### src/rtl/idli_insn_buf_m.sv
// idli_insn_buf_m
//   Instruction front-end buffer between the SQI/OPI memory interface and
//   the decoder. LANE_W-bit beats are shifted MSB-first into INSN_W-bit
//   words; an instruction that needs a trailing immediate has the following
//   word captured into the same entry. Complete entries are queued in a
//   DEPTH-entry FIFO. The FIFO and the assembler are flushed on redirect.
//
// Ports
//   i_ib_gck       clock
//   i_ib_rst       synchronous active-high reset
//   i_ib_data      instruction-stream beat (MSB-first within a word)
//   i_ib_data_vld  beat valid
//   o_ib_data_rdy  beat accepted when valid && ready (registered)
//   o_ib_insn      head-entry instruction (0 when empty)
//   o_ib_imm       head-entry immediate (0 when empty)
//   o_ib_imm_vld   head entry carries an immediate (0 when empty)
//   o_ib_vld       head entry valid
//   i_ib_rdy       decode consumes the head when o_ib_vld && i_ib_rdy
//   i_ib_flush     execute redirect, discards everything
//   o_ib_count     occupied FIFO entries
//   o_ib_busy      assembler is part-way through a word or an immediate
module idli_insn_buf_m #(
   parameter int unsigned LANE_W = 4,
   parameter int unsigned INSN_W = 16,
   parameter int unsigned DEPTH  = 4
) (
   input  logic                       i_ib_gck,
   input  logic                       i_ib_rst,
   input  logic [LANE_W-1:0]          i_ib_data,
   input  logic                       i_ib_data_vld,
   output logic                       o_ib_data_rdy,
   output logic [INSN_W-1:0]          o_ib_insn,
   output logic [INSN_W-1:0]          o_ib_imm,
   output logic                       o_ib_imm_vld,
   output logic                       o_ib_vld,
   input  logic                       i_ib_rdy,
   input  logic                       i_ib_flush,
   output logic [$clog2(DEPTH+1)-1:0] o_ib_count,
   output logic                       o_ib_busy
);

   localparam int unsigned BEATS  = INSN_W / LANE_W;
   localparam int unsigned BCNT_W = (BEATS > 1) ? $clog2(BEATS) : 1;
   localparam int unsigned PTR_W  = (DEPTH > 1) ? $clog2(DEPTH) : 1;
   localparam int unsigned CNT_W  = $clog2(DEPTH + 1);

   if ((INSN_W % LANE_W) != 0) begin : g_bad_width
      $error("idli_insn_buf_m: INSN_W must be a multiple of LANE_W");
   end
   if ((DEPTH < 2) || ((DEPTH & (DEPTH - 1)) != 0)) begin : g_bad_depth
      $error("idli_insn_buf_m: DEPTH must be a power of two, at least 2");
   end

   typedef enum logic {ASM_INSN, ASM_IMM} asm_state_t;

   asm_state_t          state_q, state_d;
   logic [BCNT_W-1:0]   beat_q, beat_d;
   logic [INSN_W-1:0]   insn_q, insn_d;
   logic [INSN_W-1:0]   imm_q, imm_d;
   logic [INSN_W-1:0]   insn_shift, imm_shift;
   logic                accept, last_beat, has_imm;
   logic                push, pop;
   logic [INSN_W-1:0]   push_insn, push_imm;
   logic                push_iv;

   logic [INSN_W-1:0]   mem_insn [DEPTH];
   logic [INSN_W-1:0]   mem_imm  [DEPTH];
   logic                mem_iv   [DEPTH];
   logic [PTR_W-1:0]    wr_ptr, rd_ptr;
   logic [CNT_W-1:0]    count_q, count_d;
   logic                data_rdy_q;

   // ---------------- assembler ----------------
   always_ff @(posedge i_ib_gck) begin
      if (i_ib_rst) begin
         state_q <= ASM_INSN;
         beat_q  <= '0;
         insn_q  <= '0;
         imm_q   <= '0;
      end else begin
         state_q <= state_d;
         beat_q  <= beat_d;
         insn_q  <= insn_d;
         imm_q   <= imm_d;
      end
   end

   always_comb begin
      state_d    = state_q;
      beat_d     = beat_q;
      insn_d     = insn_q;
      imm_d      = imm_q;
      push       = 1'b0;
      push_insn  = '0;
      push_imm   = '0;
      push_iv    = 1'b0;
      // A beat in the flush cycle is dropped, so flush also gates acceptance.
      accept     = i_ib_data_vld && data_rdy_q && !i_ib_flush;
      last_beat  = (beat_q == BCNT_W'(BEATS - 1));
      // Truncating the concatenation drops the oldest LANE_W bits.
      insn_shift = INSN_W'({insn_q, i_ib_data});
      imm_shift  = INSN_W'({imm_q, i_ib_data});
      // INC/DEC/URX (1011, bit 11 set) use C=111 to pick UART, not an immediate.
      has_imm    = (insn_shift[2:0] == 3'b111) &&
                   !((insn_shift[15:12] == 4'b1011) && insn_shift[11]);

      if (accept) begin
         beat_d = last_beat ? '0 : beat_q + 1'b1;
         case (state_q)
            ASM_INSN: begin
               insn_d = insn_shift;
               if (last_beat) begin
                  if (has_imm) begin
                     state_d = ASM_IMM;
                  end else begin
                     push      = 1'b1;
                     push_insn = insn_shift;
                  end
               end
            end
            ASM_IMM: begin
               imm_d = imm_shift;
               if (last_beat) begin
                  push      = 1'b1;
                  push_insn = insn_q;
                  push_imm  = imm_shift;
                  push_iv   = 1'b1;
                  state_d   = ASM_INSN;
               end
            end
            default: state_d = ASM_INSN;
         endcase
      end

      if (i_ib_flush) begin
         state_d = ASM_INSN;
         beat_d  = '0;
      end
   end

   // ---------------- FIFO ----------------
   always_comb begin
      pop = (count_q != '0) && i_ib_rdy && !i_ib_flush;
      case ({push, pop})
         2'b10:   count_d = count_q + 1'b1;
         2'b01:   count_d = count_q - 1'b1;
         default: count_d = count_q;
      endcase
   end

   always_ff @(posedge i_ib_gck) begin
      if (push) begin
         mem_insn[wr_ptr] <= push_insn;
         mem_imm[wr_ptr]  <= push_imm;
         mem_iv[wr_ptr]   <= push_iv;
      end
   end

   always_ff @(posedge i_ib_gck) begin
      if (i_ib_rst || i_ib_flush) begin
         wr_ptr     <= '0;
         rd_ptr     <= '0;
         count_q    <= '0;
         data_rdy_q <= 1'b1;
      end else begin
         if (push) wr_ptr <= wr_ptr + 1'b1;
         if (pop)  rd_ptr <= rd_ptr + 1'b1;
         count_q    <= count_d;
         // Registered from the next count: no path from i_ib_rdy to o_ib_data_rdy.
         data_rdy_q <= (count_d < CNT_W'(DEPTH));
      end
   end

   // ---------------- outputs ----------------
   always_comb begin
      o_ib_vld      = (count_q != '0);
      o_ib_insn     = o_ib_vld ? mem_insn[rd_ptr] : '0;
      o_ib_imm      = o_ib_vld ? mem_imm[rd_ptr]  : '0;
      o_ib_imm_vld  = o_ib_vld ? mem_iv[rd_ptr]   : 1'b0;
      o_ib_count    = count_q;
      o_ib_data_rdy = data_rdy_q;
      o_ib_busy     = (beat_q != '0) || (state_q == ASM_IMM);
   end

endmodule

### config.mk
export PLATFORM = sky130hd
export DESIGN_NAME = idli_insn_buf_m
export DESIGN_NICKNAME = d
export VERILOG_FILES = /design/src/rtl/idli_insn_buf_m.sv
export SDC_FILE = /design/constraint.sdc
export NUM_CORES = 1
export LEC_CHECK = 0
export ABC_AREA = 1
export BUFFER_PORTS_ARGS = -buffer_cell sky130_fd_sc_hd__buf_4
export CAP_MARGIN = 20
export CORE_AREA = 8 8 119 121
export DETAILED_ROUTE_END_ITERATION = 12
export DIE_AREA = 0 0 127 129
export GPL_TIMING_DRIVEN = 0
export PLACE_DENSITY = 0.82
export SKIP_LAST_GASP = 1
export SYNTH_ARGS = -nofsm -noshare
export SYNTH_HDL_FRONTEND = slang
export SYNTH_SLANG_ARGS = --single-unit
### constraint.sdc
create_clock -name i_ib_gck -period 3.8 [get_ports i_ib_gck]
set_input_delay 0.38 -clock i_ib_gck [delete_from_list [all_inputs] [get_ports i_ib_gck]]
set_output_delay 0.38 -clock i_ib_gck [all_outputs]
set_load 0.03 [all_outputs]
; After elaboration in Yosys (flattened, before gate mapping)
; Memory sizes are Yosys's and may differ from the RTL's. A register that Yosys moved wholly into a read port is not among the register bits.
; Cells that the tools add are included.
[totals]
memories = 3
output_inout_bits = 39
mem_bits_rw = 132
regBits = 39
input_bits = 9
elab_cells = 70
[classes]
n_reduce_logical = 15
n_lt_le_gt_ge = 1
n_eq_ne = 5
mux = 32
addsub = 5
n_bitwise = 1
[memory_table]
columns = memory, words, word_bits, rd, rd_ports_with_merged_regs, wr, line_no
row1 = mem_imm, 4, 16, 1, 1, 1, 67  ; logic [INSN_W-1:0] mem_imm [DEPTH];
row2 = mem_insn, 4, 16, 1, 1, 1, 66  ; logic [INSN_W-1:0] mem_insn [DEPTH];
row3 = mem_iv, 4, 1, 1, 1, 1, 68  ; logic mem_iv [DEPTH];
[op_table]
columns = cell, count
row1 = 16-bit 2-to-1 mux, 9
row2 = 16-bit one-hot mux with 2 select lines, 1
row3 = 2-bit 2-to-1 mux, 7
row4 = 1-bit 2-to-1 mux, 12
row5 = 2-bit by 1-bit adder with 2-bit output (second input constant), 3
row6 = 1-bit logical AND, 6
row7 = 3-bit one-hot mux with 2 select lines, 1
row8 = 2-bit equality test (second input constant), 2
row9 = 4-bit equality test (second input constant), 1
row10 = 1-bit one-hot mux with 2 select lines, 2
row11 = 2-bit AND reduction, 2
row12 = 3-bit by 1-bit adder with 3-bit output (second input constant), 1
row13 = 3-bit equality test (second input constant), 1
row14 = 3-bit less-than comparator (second input constant), 1
row15 = 3-bit nonzero test, 1
row16 = 3-bit by 1-bit subtractor with 3-bit output (second input constant), 1
row17 = 2-bit by 1-bit equality test with 1-bit output (second input constant), 1
row18 = 1-bit logical NOT, 2
row19 = 1-bit logical OR, 2
row20 = 2-bit nonzero test, 1
row21 = 2-bit OR reduction, 1
row22 = 1-bit NOT, 1

; Depth between registers and ports, before layout
; Gate-level depths: netlist (run 1).
[depth]
word_depth = 11
mapped_depth = 14
depth_no_buf = 14

; Least setup slack after synthesis (run 1)
; No wires, ideal clock.
[synth_path]
path_type = reg2reg
startpoint = register beat_q[0]
endpoint = memory mem_imm[0][0], enable pin
arrival_ns = 2.427
stages_incl_launch_ff = 6
required_ns = 3.377
period_less_slack_ns = 2.851
n_path_buf = 0
slack_ns = 0.949
setup_ns = 0.423
path_cell_list = dfxtp_1 ha_1 inv_1 nor2_4 nand2_1 nor2_1
[synth_via]
elab_chain_len = 6
word_cells_on_any_way = 7
cone_classes = eq/ne: 1 / mux: 6
[synth_lines]
columns = item, line_no
row1 = start: declaration, 57  ; logic [BCNT_W-1:0] beat_q, beat_d;
row2 = start signal: assignment, 82  ; beat_q <= beat_d;
row3 = 2-bit equality test *, 99  ; last_beat = (beat_q == BCNT_W'(BEATS - 1));
row4 = "1-bit 2-to-1 mux, on equally long branches", "123, 112"
row5 = 1-bit one-hot mux with 2 select lines *, 109  ; case (state_q)
row6 = 1-bit 2-to-1 mux *, 107  ; if (accept) begin
row7 = 1-bit 2-to-1 mux *, 152  ; if (push) begin
row8 = 1-bit 2-to-1 mux (implied by the code) *, 154  ; mem_imm[wr_ptr] <= push_imm;
row9 = end: declaration, 67
; Mark *: on every way between the ends. The rest lies on a longest branch, timed or not.

==> results of run 1 <==
through the flow:
stage	setup WS (ns)	utilization	instance area, um2
floorplan	0.949	-	7070
global placement	-0.283	0.618	7610
detailed placement	1.04	0.628	7730
CTS	1.02	0.672	8280
global route	0.799	0.672	8280
finish	1.04	0.672	8280
cells by family (layout without fill, tap and decap cells):
kind of cell | after synthesis | in the layout | share of synthesized area
AND/OR/NAND/NOR | 252 | 252 | 0.143
flip-flops | 173 | 173 | 0.677
AO/OA/AOI/OAI | 160 | 160 | 0.115
buffers and inverters | 71 | 154 | 0.0485
adder cells (fa/ha/maj) | 8 | 8 | 0.0152
XOR/XNOR | 1 | 1 | 0.00124
registers in the layout (all words and copies together), names as in the netlist, named ones only:
name and count:
mem_imm 64, mem_insn 64, insn_q 16, imm_q 12, mem_iv 4, beat_q 2, o_ib_count 2, rd_ptr 2
wr_ptr 2, o_ib_data_rdy 1, state_q 1
power by group through the flow:
stage | clock [mW] | combinational [mW] | sequential [mW]
2_1_floorplan | 0 | 0.0258 | 2.05
3_3_place_gp | 0 | 0.0425 | 2.05
3_5_place_dp | 0 | 0.0438 | 2.05
4_1_cts | 1.62 | 0.0445 | 2.01
5_1_grt | 1.70 | 0.0485 | 2.01
6_report | 1.62 | 0.0453 | 2.01
layer usage:
layer	vias up	wire (um)
li1	2409	-
met2	284	8380
met4	0	419
met3	51	1380
met5	-	0
met1	2512	6260
area by class of cell:
cell class,count,area [um2]
Inverter,37,139
Sequential cell,173,4780
Clock buffer,19,433
Buffer,34,204
Multi-Input combinational cell,421,1970
Tap cell,150,188
Clock inverter,13,113
Timing Repair Buffer,51,448
Fill cell,826,4030
worst max-delay path, cell delays in order (launching register included):
cell and delay, ns:
dfxtp_1 0.33, ha_1 0.32, inv_1 0.23, nor2_4 0.22, nand2_1 0.28, ha_1 0.36, fa_1 0.41, nand2_1 0.07
nand2_1 0.04, nor2_1 0.08, inv_1 0.05, o21ai_0 0.20, inv_1 0.06
final timing paths:
path,startpoint,end,slack [ns],cells after the start
setup / recovery,beat_q[0],flip-flop,1.04,12
hold / removal,i_ib_data[3],imm_q[3],0.27,3
setup reg to reg,beat_q[0],flip-flop,1.04,12
hold reg to reg,imm_q[7],imm_q[7],0.47,2
Yosys cell counts:
library cell  instances  area, um2
nor2_1              163        612
edfxtp_1            132       3960
nand2_1              76        285
a21oi_1              72        360
o21ai_0              45        225
dfxtp_1              41        821
o21ai_1              35        175
inv_1                33        124
clkbuf_1             11       41.3
buf_2                10       50.1
ha_1                  7       87.6
o22ai_1               7       43.8
buf_6                 6       67.6
nand3_1               6       30.0
buf_4                 4       30.0
clkbuf_2              3       15.0
inv_2                 3       11.3
nor2_4                3       33.8
a211oi_1              1       7.51
clkinv_1              1       3.75
fa_1                  1       20.0
nand2_2               1       6.26
nand2_4               1       11.3
nand3_4               1       17.5
nor3_4                1       16.3
xor2_1                1       8.76
==> results_dict.tcl, run 1 <==
set metrics [dict create \
    yosysUniqueCellTypes 26 \
    leakagePower_nw 2.95 \
    power_density_nw_per_um2 444 \
    slew_violations 0 \
    slew_headroom 0.558 \
    drcViolationCount 0 \
    rows 41 \
    crit_arrival_ns 3.08 \
    finalNetCount 752 \
    syn_nets 682 \
    post_cts_buffers 0 \
    rsz0062_at_grt "no" \
    ys_seq_area_frac 0.677 \
    cts-root-buf "clkbuf_16" \
    final_common_cell "nor2_1" \
    switching_share 0.203 \
    coreArea_um2 12300 \
    comb_power_share 0.012 \
    finalNonFillerCells 898 \
    clock.fmax_mhz 363 \
    internal-power_mw 2.93 \
    ir_drop_mv 0.316 \
    antenna_found_initial 0 \
    max-clock-path-buffers 2 \
    die_w_um 127 \
    drive_above_1_share 0.158 \
    clkLatencyLatePin_ns 0.43 \
    cts_tree "built" \
    final_cell_mix "159 x nor2_1, 132 x edfxtp_1, 76 x nand2_1" \
    cp-end-kind "flip-flop" \
    grt_overflow 0 \
    finalCriticalPeriod_ns 2.76 \
    wl_um 16400 \
    place_congestion 0.867 \
    io_pins 48 \
    die_h_um 129 \
    netlist_area_um2 7070 \
    cts_buffers 17 \
    grt_max_degree 25 \
    synth-seq-cells 173 \
    critPathLaunchType "flip-flop" \
    drt_pass1_iterations 5 \
    crit_type "flip-flop to flip-flop" \
    dp_hpwl_um 10800 \
    htreeDepth 4 \
    grt_usage 0.206 \
    status "complete, no violations" \
    ctsHoldBuffers 0 \
    grtUsageMet2 0.354 \
    seqPwrFrac 0.548 \
    tightest_slew_ns 0.661 \
    hold_slack_ns 0.267 \
    hold_class "primary input to flip-flop" \
    vias 5256 \
    synth_area_per_cell_um2 10.6 \
    area_delta_synth_final_pct 17.1 \
    diodes 0 \
    cts_resized 0 \
    clock_skew_ns 0.0104 \
    clkPwrFrac 0.440 \
    floorplan.die_area_um2 16400 \
    fin_crit_sh 0.725 \
    vias_per_cell 5.85 \
    finalHoldViolCount 0 \
    drt_iter0_markers 689 \
    drv_cap 0 \
    cp.required_ns 4.13 \
    synthCells 665 \
    ant_nets 0 \
    wl_per_cell_um 18.3 \
    portBuffers 47 \
    yosys_warnings 0 \
    start_util 0.574 \
    fin_tns_setup_ns 0 \
    grt_pass1_vias 5297 \
    power_mw 3.68 \
    dpl.cell_count 866 \
    setup_viol 0 \
    critPathMaxFanout 6 \
    clkSlewWorstSetupHoldPaths_ns 0.07 \
    grt.met3_usage 0.0517 \
    grt.met1_usage 0.236 \
    cts.sinks 173 \
    p_switching_mw 0.748 \
    busiest_layer "met2" \
    grt_pass1_wl_um 25800 \
]
Power figures use the tool's default switching activity.
==> run 2: changes to the inputs <==
--- a/config.mk
+++ b/config.mk
@@ -5,12 +5,12 @@
 export SDC_FILE = /design/constraint.sdc
 export NUM_CORES = 1
 export LEC_CHECK = 0
-export ABC_AREA = 1
+export ABC_AREA = 0
 export BUFFER_PORTS_ARGS = -buffer_cell sky130_fd_sc_hd__buf_4
 export CAP_MARGIN = 20
-export CORE_AREA = 8 8 119 121
+export CORE_AREA = 8 8 118 120
 export DETAILED_ROUTE_END_ITERATION = 12
-export DIE_AREA = 0 0 127 129
+export DIE_AREA = 0 0 126 128
 export GPL_TIMING_DRIVEN = 0
 export PLACE_DENSITY = 0.82
 export SKIP_LAST_GASP = 1
==> constraint.sdc (replaced) <==
create_clock -name i_ib_gck -period 2.8 [get_ports i_ib_gck]
set_input_delay 0.28 -clock i_ib_gck [delete_from_list [all_inputs] [get_ports i_ib_gck]]
set_output_delay 0.28 -clock i_ib_gck [all_outputs]
set_load 0.03 [all_outputs]
==> results_dict.tcl, run 2 <==
set metrics [dict create \
    status "complete, no violations" \
    drt_pass1_iterations 5 \
    ant_nets 0 \
    cp-end-kind "flip-flop" \
    synth_edf_count 132 \
    ys_seq_area_frac 0.692 \
    clkLatencyLatePin_ns 0.42 \
    portBuffers 47 \
    finalHoldViolCount 0 \
    slew_violations 0 \
    grt_pass1_vias 4097 \
    clock_skew_ns 0.00845 \
    vias_per_cell 5.84 \
    grt_overflow 0 \
    tightest_slew_ns 0.931 \
    drive_above_1_share 0.246 \
    drcViolationCount 0 \
    holdPathStages 3 \
    fin_crit_sh 0.929 \
    netlist_area_um2 6920 \
    floorplan.die_area_um2 16100 \
    clock.fmax_mhz 384 \
    synth-seq-cells 173 \
    max_stage_delay_ns 0.42 \
    synthCells 450 \
    grt_max_degree 34 \
    slew_headroom 0.379 \
    ir_drop_mv 0.390 \
    diodes 0 \
    drt_iter0_markers 343 \
    area_delta_synth_final_pct 15.8 \
    coreArea_um2 12200 \
    critPathLaunchType "flip-flop" \
    htreeDepth 4 \
    cts_tree "built" \
    vias 3968 \
    cp.required_ns 3.11 \
    synth_simple_gate_area_share 0.107 \
    holdPathEnd "o_ib_data_rdy" \
    rsz0062_at_grt "no" \
    cp_slowest_cell "or3_1" \
    antenna_found_initial 0 \
    synth_top_flop_cell "edfxtp_1" \
    clkSlewWorstSetupHoldPaths_ns 0.06 \
    rows 41 \
    yosysUniqueCellTypes 36 \
    drv_cap 0 \
    grt_pass1_wl_um 21500 \
    synth_compound_area_frac 0.0472 \
    holdCritStartpoint "i_ib_rst" \
    ys_top_cells_by_area "edfxtp_1 57%, dfxtp_1 12%, mux4_2 11%" \
    grt_usage 0.177 \
    critical_path.top_delay_family "simple AND/OR/NAND/NOR gates" \
    max-clock-path-buffers 2 \
    hold_slack_ns 0.0664 \
    ys_top_cells_by_count "132 x edfxtp_1, 60 x nand2_1, 53 x and2_1, 41 x dfxtp_1, 33 x mux4_2" \
    synth_top_family_by_area "multiplexers" \
    fillers 812 \
    die_w_um 126 \
    multi_input_area_um2 1990 \
    synth_area_per_cell_um2 15.4 \
    top_regs "mem_imm (64), mem_insn (64), insn_q (16)" \
    critPathMaxFanout 6 \
    dp_hpwl_um 8460 \
    final_cell_mix "132 x edfxtp_1, 60 x nand2_1, 50 x buf_4" \
    finalNetCount 533 \
    hold_class "primary input to flip-flop" \
    wl_um 13400 \
    io_pins 48 \
    synth_top_area_share 0.573 \
    rrSetupSlack_ns 0.20 \
    power_density_nw_per_um2 624 \
    crit_type "flip-flop to flip-flop" \
    crit_arrival_ns 2.91 \
    synthMuxAreaShare 0.109 \
    synth-xor-area-share 0.00760 \
    final_util 0.656 \
    place_congestion 0.896 \
    finalNonFillerCells 679 \
    dpl.cell_count 647 \
    start_util 0.567 \
    wl_per_cell_um 19.8 \
    finalCriticalPeriod_ns 2.60 \
    synthAdderAreaFrac 0.0156 \
    setup_viol 0 \
    async_flop_share 0 \
    yosys_warnings 0 \
    leakagePower_nw 2.80 \
    ff2ff_path_depth 11 \
    worst-path-buf-inv 2 \
    path_cells "ha_1 > inv_2 > or3_1 > nor2_2 > inv_1 > ha_1 > fa_1 > xnor2_1 > nor2_1 > xnor2_1 > nand2b_1" \
    rr_startpoint "beat_q[1]" \
    r2r-end "o_ib_data_rdy" \
    seqCellArea_um2 4780 \
    final_common_cell "edfxtp_1" \
    ctsHoldBuffers 0 \
    yosys.area.top_type "edfxtp_1" \
    synth_most_common_cell "edfxtp_1" \
    cts.sinks 173 \
    crit_start "beat_q[1]" \
    syn_nets 467 \
    die_h_um 128 \
    cts_buffers 17 \
    cts-root-buf "clkbuf_16" \
]
==> run 2: changes by cell type after synthesis, moves of 33 or more <==
cell     delta
nor2_1    -152
o21ai_1    -35
o21ai_0    -43
a21oi_1    -41
mux4_2     +33
and2_1     +53
==> run 2: kinds of logic (layout without fill, tap and decap cells) <==
family | Yosys count | count (layout)
AO/OA/AOI/OAI | 51 | 51
XOR/XNOR | 6 | 6
flip-flops | 173 | 173
buffers and inverters | 32 | 111
adder cells (fa/ha/maj) | 8 | 8
multiplexers | 34 | 34
AND/OR/NAND/NOR | 146 | 146
==> run 2: power by group <==
group	switching, mW	total [mW]	internal, mW
registers	0.00547	2.73	2.73
clock network	0.907	2.21	1.30
logic	0.0405	0.0605	0.0200
total	0.953	5.00	4.05
==> run 2: layout make-up <==
type                    count  area share
clock buffers              22      0.0555
well taps                 150      0.0234
repair buffers             47      0.0440
plain buffers              26      0.0158
multi-input cells         245       0.249
flip-flops and latches    173       0.597
inverters                   6     0.00281
clock inverters            10      0.0127
==> run 2: worst max-delay path by stage <==
stage                endpoint  slack, ns  depth (start not counted)
2_1_floorplan   mem_imm[0][0]       0.28                          4
3_3_place_gp   mem_insn[1][5]      -0.28                          5
3_5_place_dp    o_ib_data_rdy       0.16                         11
4_1_cts         o_ib_data_rdy       0.12                         11
5_1_grt         o_ib_data_rdy       0.04                         11
6_report        o_ib_data_rdy       0.20                         11
==> run 2: timing repair <==
item / in CTS / in global routing
endpoints found under the setup margin: 0 / 2
buffers inserted: 0 / 0
gates resized for setup: 0 / 1
hold endpoints to repair: 0 / 0
==> run 2: through the flow <==
step / TNS (ns) / total power, mW / cell area [um2] / setup slack, ns
after floorplan: 0 / 2.82 / 6920 / 0.283
after global placement: -36.36 / 2.84 / 7460 / -0.279
after detailed placement: 0 / 2.85 / 7460 / 0.156
after CTS: 0 / 5.01 / 8010 / 0.115
after global routing: 0 / 5.12 / 8010 / 0.0360
final: 0 / 5.00 / 8010 / 0.199
==> run 2: metal layers <==
| metal | track usage | part of all wire | vias to the layer above |
|---|---|---|---|
| li1 | - | - | 1802 |
| met1 | 0.202 | 0.39 | 1978 |
| met2 | 0.307 | 0.52 | 164 |
| met3 | 0.0532 | 0.070 | 24 |
| met4 | 0.0679 | 0.020 | 0 |
| met5 | 0 | 0 | - |
==> run 2: worst register-to-register path, cell delays in order (launching register included) <==
cell and delay [ns]:
dfxtp_1 0.36, ha_1 0.24, inv_2 0.07, or3_1 0.42
nor2_2 0.22, inv_1 0.07, ha_1 0.23, fa_1 0.38
xnor2_1 0.17, nor2_1 0.07, xnor2_1 0.14, nand2b_1 0.15
